### src/rtl/sap_pkg.sv
`default_nettype none
// +--------------------------------------------------------------------+
// | sap_pkg                                                            |
// | Shared operation encodings for the SAP core datapath registers.    |
// | Rev 1.0 - initial release                                          |
// +--------------------------------------------------------------------+
package sap_pkg;

  localparam int unsigned MODE_W = 3;

  localparam logic [MODE_W-1:0] MODE_LOAD = 3'b000;
  localparam logic [MODE_W-1:0] MODE_INC  = 3'b001;
  localparam logic [MODE_W-1:0] MODE_DEC  = 3'b010;
  localparam logic [MODE_W-1:0] MODE_SHL  = 3'b011;
  localparam logic [MODE_W-1:0] MODE_SHR  = 3'b100;
  localparam logic [MODE_W-1:0] MODE_ROL  = 3'b101;
  localparam logic [MODE_W-1:0] MODE_ROR  = 3'b110;
  localparam logic [MODE_W-1:0] MODE_CLRC = 3'b111;

endpackage : sap_pkg
`default_nettype wire

### src/rtl/reg_universal_next.sv
`default_nettype none
// +--------------------------------------------------------------------+
// | reg_universal_next                                                 |
// | Combinational next-state function of the universal register.      |
// | Rev 1.0 - initial release                                          |
// +--------------------------------------------------------------------+
module reg_universal_next
  import sap_pkg::*;
#(
  parameter int unsigned DATA_WIDTH = 8,
  parameter bit          WRAP       = 1'b1
) (
  input  logic [DATA_WIDTH-1:0] i_q,
  input  logic                  i_carry,
  input  logic [DATA_WIDTH-1:0] i_d,
  input  logic                  i_sin,
  input  logic [MODE_W-1:0]     i_mode,
  output logic [DATA_WIDTH-1:0] o_next_q,
  output logic                  o_next_carry
);

  localparam logic [DATA_WIDTH-1:0] C_ONE = {{(DATA_WIDTH-1){1'b0}}, 1'b1};

  logic w_all_ones;
  logic w_is_zero;

  assign w_all_ones = &i_q;
  assign w_is_zero  = ~|i_q;

  always_comb begin
    o_next_q     = i_q;
    o_next_carry = i_carry;
    case (i_mode)
      MODE_LOAD: begin
        o_next_q     = i_d;
        o_next_carry = 1'b0;
      end
      MODE_INC: begin
        o_next_carry = w_all_ones;
        // Saturating variant pins at all-ones but still flags the overflow
        if (WRAP || !w_all_ones) o_next_q = i_q + C_ONE;
      end
      MODE_DEC: begin
        o_next_carry = w_is_zero;
        if (WRAP || !w_is_zero) o_next_q = i_q - C_ONE;
      end
      MODE_SHL: begin
        o_next_q     = {i_q[DATA_WIDTH-2:0], i_sin};
        o_next_carry = i_q[DATA_WIDTH-1];
      end
      MODE_SHR: begin
        o_next_q     = {i_sin, i_q[DATA_WIDTH-1:1]};
        o_next_carry = i_q[0];
      end
      MODE_ROL: begin
        o_next_q     = {i_q[DATA_WIDTH-2:0], i_q[DATA_WIDTH-1]};
        o_next_carry = i_q[DATA_WIDTH-1];
      end
      MODE_ROR: begin
        o_next_q     = {i_q[0], i_q[DATA_WIDTH-1:1]};
        o_next_carry = i_q[0];
      end
      MODE_CLRC: begin
        o_next_carry = 1'b0;
      end
      default: begin
        o_next_q     = i_q;
        o_next_carry = i_carry;
      end
    endcase
  end

endmodule : reg_universal_next
`default_nettype wire

### src/rtl/reg_universal.sv
`default_nettype none
// +--------------------------------------------------------------------+
// | reg_universal                                                      |
// | Multi-mode datapath register: load, count, shift, rotate, W-bus.   |
// | Rev 1.0 - initial release                                          |
// +--------------------------------------------------------------------+
module reg_universal
  import sap_pkg::*;
#(
  parameter int unsigned DATA_WIDTH = 8,
  parameter bit          WRAP       = 1'b1
) (
  input  logic                  clk,
  input  logic                  clr,
  input  logic                  i_en,
  input  logic [MODE_W-1:0]     i_mode,
  input  logic [DATA_WIDTH-1:0] d,
  input  logic                  i_sin,
  input  logic                  i_out_en,
  output logic [DATA_WIDTH-1:0] q,
  output logic [DATA_WIDTH-1:0] qbar,
  output logic [DATA_WIDTH-1:0] o_bus,
  output logic                  o_carry,
  output logic                  o_zero
);

  logic [DATA_WIDTH-1:0] r_q;
  logic                  r_carry;
  logic [DATA_WIDTH-1:0] w_next_q;
  logic                  w_next_carry;

  reg_universal_next #(
    .DATA_WIDTH (DATA_WIDTH),
    .WRAP       (WRAP)
  ) u_next (
    .i_q          (r_q),
    .i_carry      (r_carry),
    .i_d          (d),
    .i_sin        (i_sin),
    .i_mode       (i_mode),
    .o_next_q     (w_next_q),
    .o_next_carry (w_next_carry)
  );

  // clr outranks i_en, which outranks the selected mode
  always_ff @(posedge clk) begin
    if (clr) begin
      r_q     <= '0;
      r_carry <= 1'b0;
    end else if (i_en) begin
      r_q     <= w_next_q;
      r_carry <= w_next_carry;
    end
  end

  assign q       = r_q;
  assign qbar    = ~r_q;
  assign o_carry = r_carry;
  assign o_zero  = ~|r_q;
  // Zero when disabled so several registers can be OR-ed onto the W bus
  assign o_bus   = i_out_en ? r_q : '0;

endmodule : reg_universal
`default_nettype wire

### config.mk
export PLATFORM = sky130hd
export DESIGN_NAME = reg_universal
export DESIGN_NICKNAME = d
export VERILOG_FILES = /design/src/rtl/sap_pkg.sv /design/src/rtl/reg_universal_next.sv /design/src/rtl/reg_universal.sv
export SDC_FILE = /design/constraint.sdc
export NUM_CORES = 1
export LEC_CHECK = 0
export BUFFER_PORTS_ARGS = -buffer_cell sky130_fd_sc_hd__buf_2
export CORE_UTILIZATION = 51
export CTS_BUF_LIST = sky130_fd_sc_hd__clkbuf_4 sky130_fd_sc_hd__clkbuf_8
export DETAILED_ROUTE_END_ITERATION = 7
export PLACE_DENSITY = 0.82
export SETUP_SLACK_MARGIN = 0.02
export SLEW_MARGIN = 10
export SYNTH_ARGS = -nofsm -noshare
export SYNTH_HDL_FRONTEND = slang
export SYNTH_SLANG_ARGS = --single-unit
export TNS_END_PERCENT = 50
### constraint.sdc
create_clock -name clk -period 2.5 [get_ports clk]
set_clock_uncertainty 0.15 [all_clocks]
set_input_delay 0.5 -clock clk [delete_from_list [all_inputs] [get_ports clk]]
set_output_delay 0.5 -clock clk [all_outputs]
set_load 0.01 [all_outputs]
==> impl_metrics.tcl, run 1 <==
set metrics [dict create \
    status "complete, no violations" \
    arrival_ps 2170 \
    cts.repair.resized 0 \
    cts.clk_slew.worst_paths_ps 60 \
    relSlewSlack_pct 65.6 \
    grt_pass1_wl_microns 5580 \
    clock_sinks 9 \
    end_kind "flop" \
    antennaDiodeCount 0 \
    final_util_pct 67.1 \
    cts_tree "built" \
    fin_nets 212 \
    yosys_warnings 0 \
    netlist_top_cells_count "nor2_1, and2_1, nand2_1, inv_1" \
    postCtsHoldBufs 0 \
    p_leak_nw 0.578 \
    synthTopCellsByArea "dfxtp_1, and2_1, buf_2, nor2_1, nand2_1" \
    vias 1360 \
    syn-instance-count 161 \
    cp-endpoint "q[2]" \
    antenna_left 0 \
    clockBufferDepth 2 \
    finalHoldViolCount 0 \
    rows 16 \
    r2r-start "q[1]" \
    route.detailed.drc 0 \
    fmax_mhz 469 \
    cts_buffers 3 \
    dr.pass1.iters 4 \
    die_y_microns 49.1 \
    synth_seq_cells 9 \
    crit_buf_inv 1 \
    grt.total_usage_pct 29.4 \
    synth_top_family_by_area "simple AND/OR/NAND/NOR gates" \
    irDropWorstVdd_mv 0.214 \
    postCtsSetupBuffers 0 \
    path_max_fanout 10 \
    r2r-end "q[2]" \
    place_area_sq_um 1330 \
    rsz0062_at_grt "no" \
    die_area_sq_um 2420 \
    yosysMostFrequentCell "nor2_1" \
    area_delta_synth_final_pct 19.8 \
    drive_gt1_share_pct 30.9 \
    fin_area_sq_um 1360 \
    synthArstFlopShare_pct 0 \
    worstPathRequired_ps 2540 \
    synth_xor_area_share_pct 3.86 \
    hpwl_microns 2500 \
    grt_pass1_vias 1189 \
    netlist.top_cell.by_area "dfxtp_1" \
    cp_cell_sequence "inv_1, xnor2_1, ha_1, mux2_4, a21oi_2, nor2_1, a211oi_2" \
    routed_wl_microns 3300 \
    antenna_found_initial 0 \
    synth_top_cell_area_share_pct 15.9 \
    r2r_cells 7 \
    worstMarginPinSlew_ps 514 \
    min_path_type "flop to flop" \
    synth.area.mux_share_pct 2.32 \
    wl_per_cell_microns 14.9 \
    total_power_w 0.000535 \
    stdcell_count 221 \
    synth_edf_count 0 \
    critical-path-max-stage-delay_ps 570 \
    synth_seq_area_share_pct 15.9 \
    post-route-min-period_ps 2130 \
    rrSetupSlack_ps 370 \
    io_buffers 41 \
    cp-start-kind "flop" \
    startpoint "q[1]" \
    drt_iter0_markers 84 \
    core-area_sq_um 2020 \
    clk_latency_ps 260 \
    grt_start_max_net_pins 20 \
    synth_fa_ha_area_share_pct 4.64 \
    pwr_density_cell_nw_per_um2 394 \
    cp.depth 7 \
    yosysUniqueCellTypes 49 \
    drv_slew 0 \
    fin_setup_tns_ps 0 \
    ctsRootBufferMaster "clkbuf_4" \
    syn_avg_cell_area_sq_um 7.04 \
    critPathSlowestCell "dfxtp_1" \
    avgViaCountPerCell 6.15 \
    dp.cells 217 \
    gp_congestion 0.898 \
    die_x_microns 49.1 \
    ios 42 \
    fin_crit_sh_pct 85.3 \
    crit_family "flip-flops" \
    start_util_pct 56.1 \
    synth_fp_nets 178 \
    overflow 0 \
    yosys.area_share.simple_pct 34.8 \
    finalSetupViolations 0 \
    maxCapViolCount 0 \
    worstSetupPathType "flop to flop" \
    synth_area_sq_um 1130 \
    synth-compound-area-share_pct 27.9 \
    synthFlopType "dfxtp_1" \
    htreeDepth 1 \
]
## placed cells by master (no fill, tap or decap), types with 2 or more instances in the layout
master     n
a22oi_1    2
o22ai_1    3
o211ai_1   2
and2_1    11
or2_2      2
nor2b_1    2
a211oi_1   4
nand2b_1   2
or4_1      2
nand3_1    6
inv_1     10
o21ai_1    4
a21oi_1    7
xnor2_1    4
nand2_1   11
buf_2     41
clkbuf_4   4
and3_1     3
o21ai_0    3
nor2_1    12
a31oi_1    2
nor4_1     2
nor3_1     5
a211o_1    4
maj3_1     4
a221oi_1   4
dfxtp_1    9
nand4_1    4
buf_4      5
## registers in the layout, summed over array words and instances, names as in the netlist
signal,flops
q,8
o_carry,1
## worst min-delay path by stage
stage	start	end	slack, ps	cells after the start
finish	o_carry	o_carry	360	2
detailed placement	o_carry	o_carry	350	2
CTS	o_carry	o_carry	360	2
global route	d[3]	q[3]	400	3
global placement	o_carry	o_carry	330	2
floorplan	o_carry	o_carry	360	2
## worst reg2reg max path: stages, from the launching register on
cell	delay, ps
dfxtp_1	570
inv_1	170
xnor2_1	190
ha_1	260
mux2_4	330
a21oi_2	130
nor2_1	70
a211oi_2	190
## kinds of logic after synthesis
logic type               Yosys count
flip-flops                         9
buffers and inverters             27
AO/OA/AOI/OAI                     43
adder cells (fa/ha/maj)            5
multiplexers                       2
XOR/XNOR                           5
AND/OR/NAND/NOR                   70
## stage by stage
stage               worst slack, ps  hold WS (ps)
floorplan                       326           360
global placement                312           325
detailed placement              240           355
CTS                             382           363
global route                    227           401
finish                          366           359
## per-layer routing
layer	vias up	global-route usage, %	wire length [microns]
li1	654	-	-
met1	621	39.4	1400
met2	78	48.6	1580
met3	7	1.87	261
met4	0	11.8	54
met5	-	0	0
## power by group
| part | internal [W] | switching, W | leakage (nW) | total [W] |
|---|---|---|---|---|
| Sequential | 0.000156 | 0.0000331 | 0.0743 | 0.000189 |
| Clock | 0.0000724 | 0.0000514 | 0.0184 | 0.000124 |
| Combinational | 0.0000983 | 0.000125 | 0.485 | 0.000223 |
| Total | 0.000326 | 0.000209 | 0.578 | 0.000535 |
## final cells by class
class | instances | area, sq um
clock buffers | 4 | 30.0
flip-flops and latches | 9 | 180
multi-input cells | 125 | 833
fillers | 191 | 664
well taps | 27 | 33.8
inverters | 10 | 37.5
repair buffers | 46 | 243
(Power assumes the default switching activity.)
==> run 2, diff against run 1 <==
clock period = 2.3 ns   (was 2.5 ns; I/O delays follow)
==> impl_metrics.tcl, run 2 (synthesis results as in run 1) <==
set metrics [dict create \
    finalHoldViolCount 0 \
    pwr_density_cell_nw_per_um2 423 \
    clockBufferDepth 2 \
    die_y_microns 49.1 \
    cts_tree "built" \
    grt_start_max_net_pins 17 \
    r2r-start "q[1]" \
    dr.pass1.iters 5 \
    seqCellArea_sq_um 180 \
    clk_latency_ps 260 \
    status "complete, no violations" \
    hp-start "clr" \
    arrival_ps 1480 \
    post-route-min-period_ps 2090 \
    ios 42 \
    r2r-end "q[4]" \
    wl_per_cell_microns 15.0 \
    core-area_sq_um 2020 \
    postCtsHoldBufs 0 \
    vias 1408 \
    p_sw_share_pct 38.7 \
    pwr-share-comb_pct 43.3 \
    rsz0062_at_grt "no" \
    drive_gt1_share_pct 32.7 \
    grt.total_usage_pct 28.9 \
    io_buffers 41 \
    maxCapViolCount 0 \
    drt_iter0_markers 71 \
    fin_crit_sh_pct 91.0 \
    grt_pass1_wl_microns 5490 \
    irDropWorstVdd_mv 0.215 \
    cts.clk_slew.worst_paths_ps 60 \
    drv_slew 0 \
    p_leak_nw 0.602 \
    hpwl_microns 2510 \
    fin_nets 217 \
    mostFrequentLayoutCells "buf_2, nor2_1, nand2_1, and2_1" \
    min_path_type "input pin to flop" \
    power_switching_w 0.000228 \
    largest_register_ffs 8 \
    clock_power_share_pct 22.3 \
    p_seq_share_pct 34.4 \
    r2r_cells 6 \
    path_max_fanout 13 \
    rows 16 \
    cts.repair.resized 0 \
    final_common_cell "buf_2" \
    antenna_found_initial 0 \
    route.detailed.drc 0 \
    postCtsSetupBuffers 0 \
    worstSetupPathType "flop to primary output" \
    ctsRootBufferMaster "clkbuf_4" \
    worstMarginPinSlew_ps 582 \
    clock_sinks 9 \
    area_delta_synth_final_pct 23.1 \
    finalSetupViolations 0 \
    relSlewSlack_pct 61.1 \
    antenna_left 0 \
    cts_buffers 3 \
    critPathSlowestCell "dfxtp_1" \
    fmax_mhz 478 \
    critical-path-max-stage-delay_ps 470 \
    routed_wl_microns 3400 \
    min_to "q[2]" \
    rrSetupSlack_ps 360 \
    avgViaCountPerCell 6.23 \
    fin_setup_tns_ps 0 \
    die_area_sq_um 2420 \
    htreeDepth 1 \
    die_x_microns 49.1 \
    multi_input_area_sq_um 833 \
    hold_depth 2 \
    hold_slack_ps 349 \
    p_int_w 0.000361 \
    gp_congestion 0.901 \
    worstPathRequired_ps 1690 \
    cp_cell_sequence "nor3_1, nand2_1, nor2_1, buf_2" \
    cp-start-kind "flop" \
    end_kind "primary output" \
    antennaDiodeCount 0 \
    start_util_pct 56.1 \
    grt_pass1_vias 1186 \
    overflow 0 \
    fillerInstances 173 \
]
## run 2: cell types whose count changed in the layout (fill, tap and decap cells not counted), sizes merged
cell and delta:
buf +5
## run 2: final cells by class
class                   count  share of cell area, %
inverters                  10                   2.69
clock buffers               4                   2.15
repair buffers             51                   20.1
multi-input cells         125                   59.7
well taps                  27                   2.42
flip-flops and latches      9                   12.9
## run 2: worst max path at each step
stage                     cells after the start       from  slack [ps]      to
final                                         4       q[2]         210  o_zero
after global placement                        8  i_mode[1]         170    q[2]
after CTS                                     4       q[2]         230  o_zero
after detailed placement                      8  i_mode[1]          70    q[2]
after floorplan                               8  i_mode[1]         170    q[2]
after global routing                          4       q[2]          90  o_zero
## run 2: critical path, delay by kind of cell, from the launching register on
kind                   cells  cell delay, ps
flip-flops                 1             470
AND/OR/NAND/NOR            3             600
buffers and inverters      1             160
## run 2: power groups by stage
stage	registers, W	logic [W]	clock network, W
4_1_cts	0.000201	0.000252	0.000131
3_5_place_dp	0.000204	0.000249	0
2_1_floorplan	0.000189	0.000177	0
5_1_grt	0.000206	0.000278	0.000137
6_report	0.000203	0.000255	0.000132
3_3_place_gp	0.000203	0.000243	0
## run 2: routing by layer
| metal | track usage (%) | up-vias | part of all wire (%) |
|---|---|---|---|
| met5 | 0 | - | 0 |
| met4 | 11.8 | 0 | 3.0 |
| met3 | 1.87 | 19 | 9.8 |
| met2 | 46.1 | 102 | 46 |
| met1 | 39.9 | 630 | 41 |
| li1 | - | 657 | - |
## run 2: through the flow
step	total power (W)	instance area [sq um]	util (%)	std cells	worst slack, ps
2_1_floorplan	0.000366	1130	-	161	166
3_3_place_gp	0.000446	1370	67.5	222	169
3_5_place_dp	0.000454	1370	67.5	222	73.5
4_1_cts	0.000584	1400	69.0	226	228
5_1_grt	0.000621	1400	69.0	226	95.0
6_report	0.000590	1400	69.0	226	207
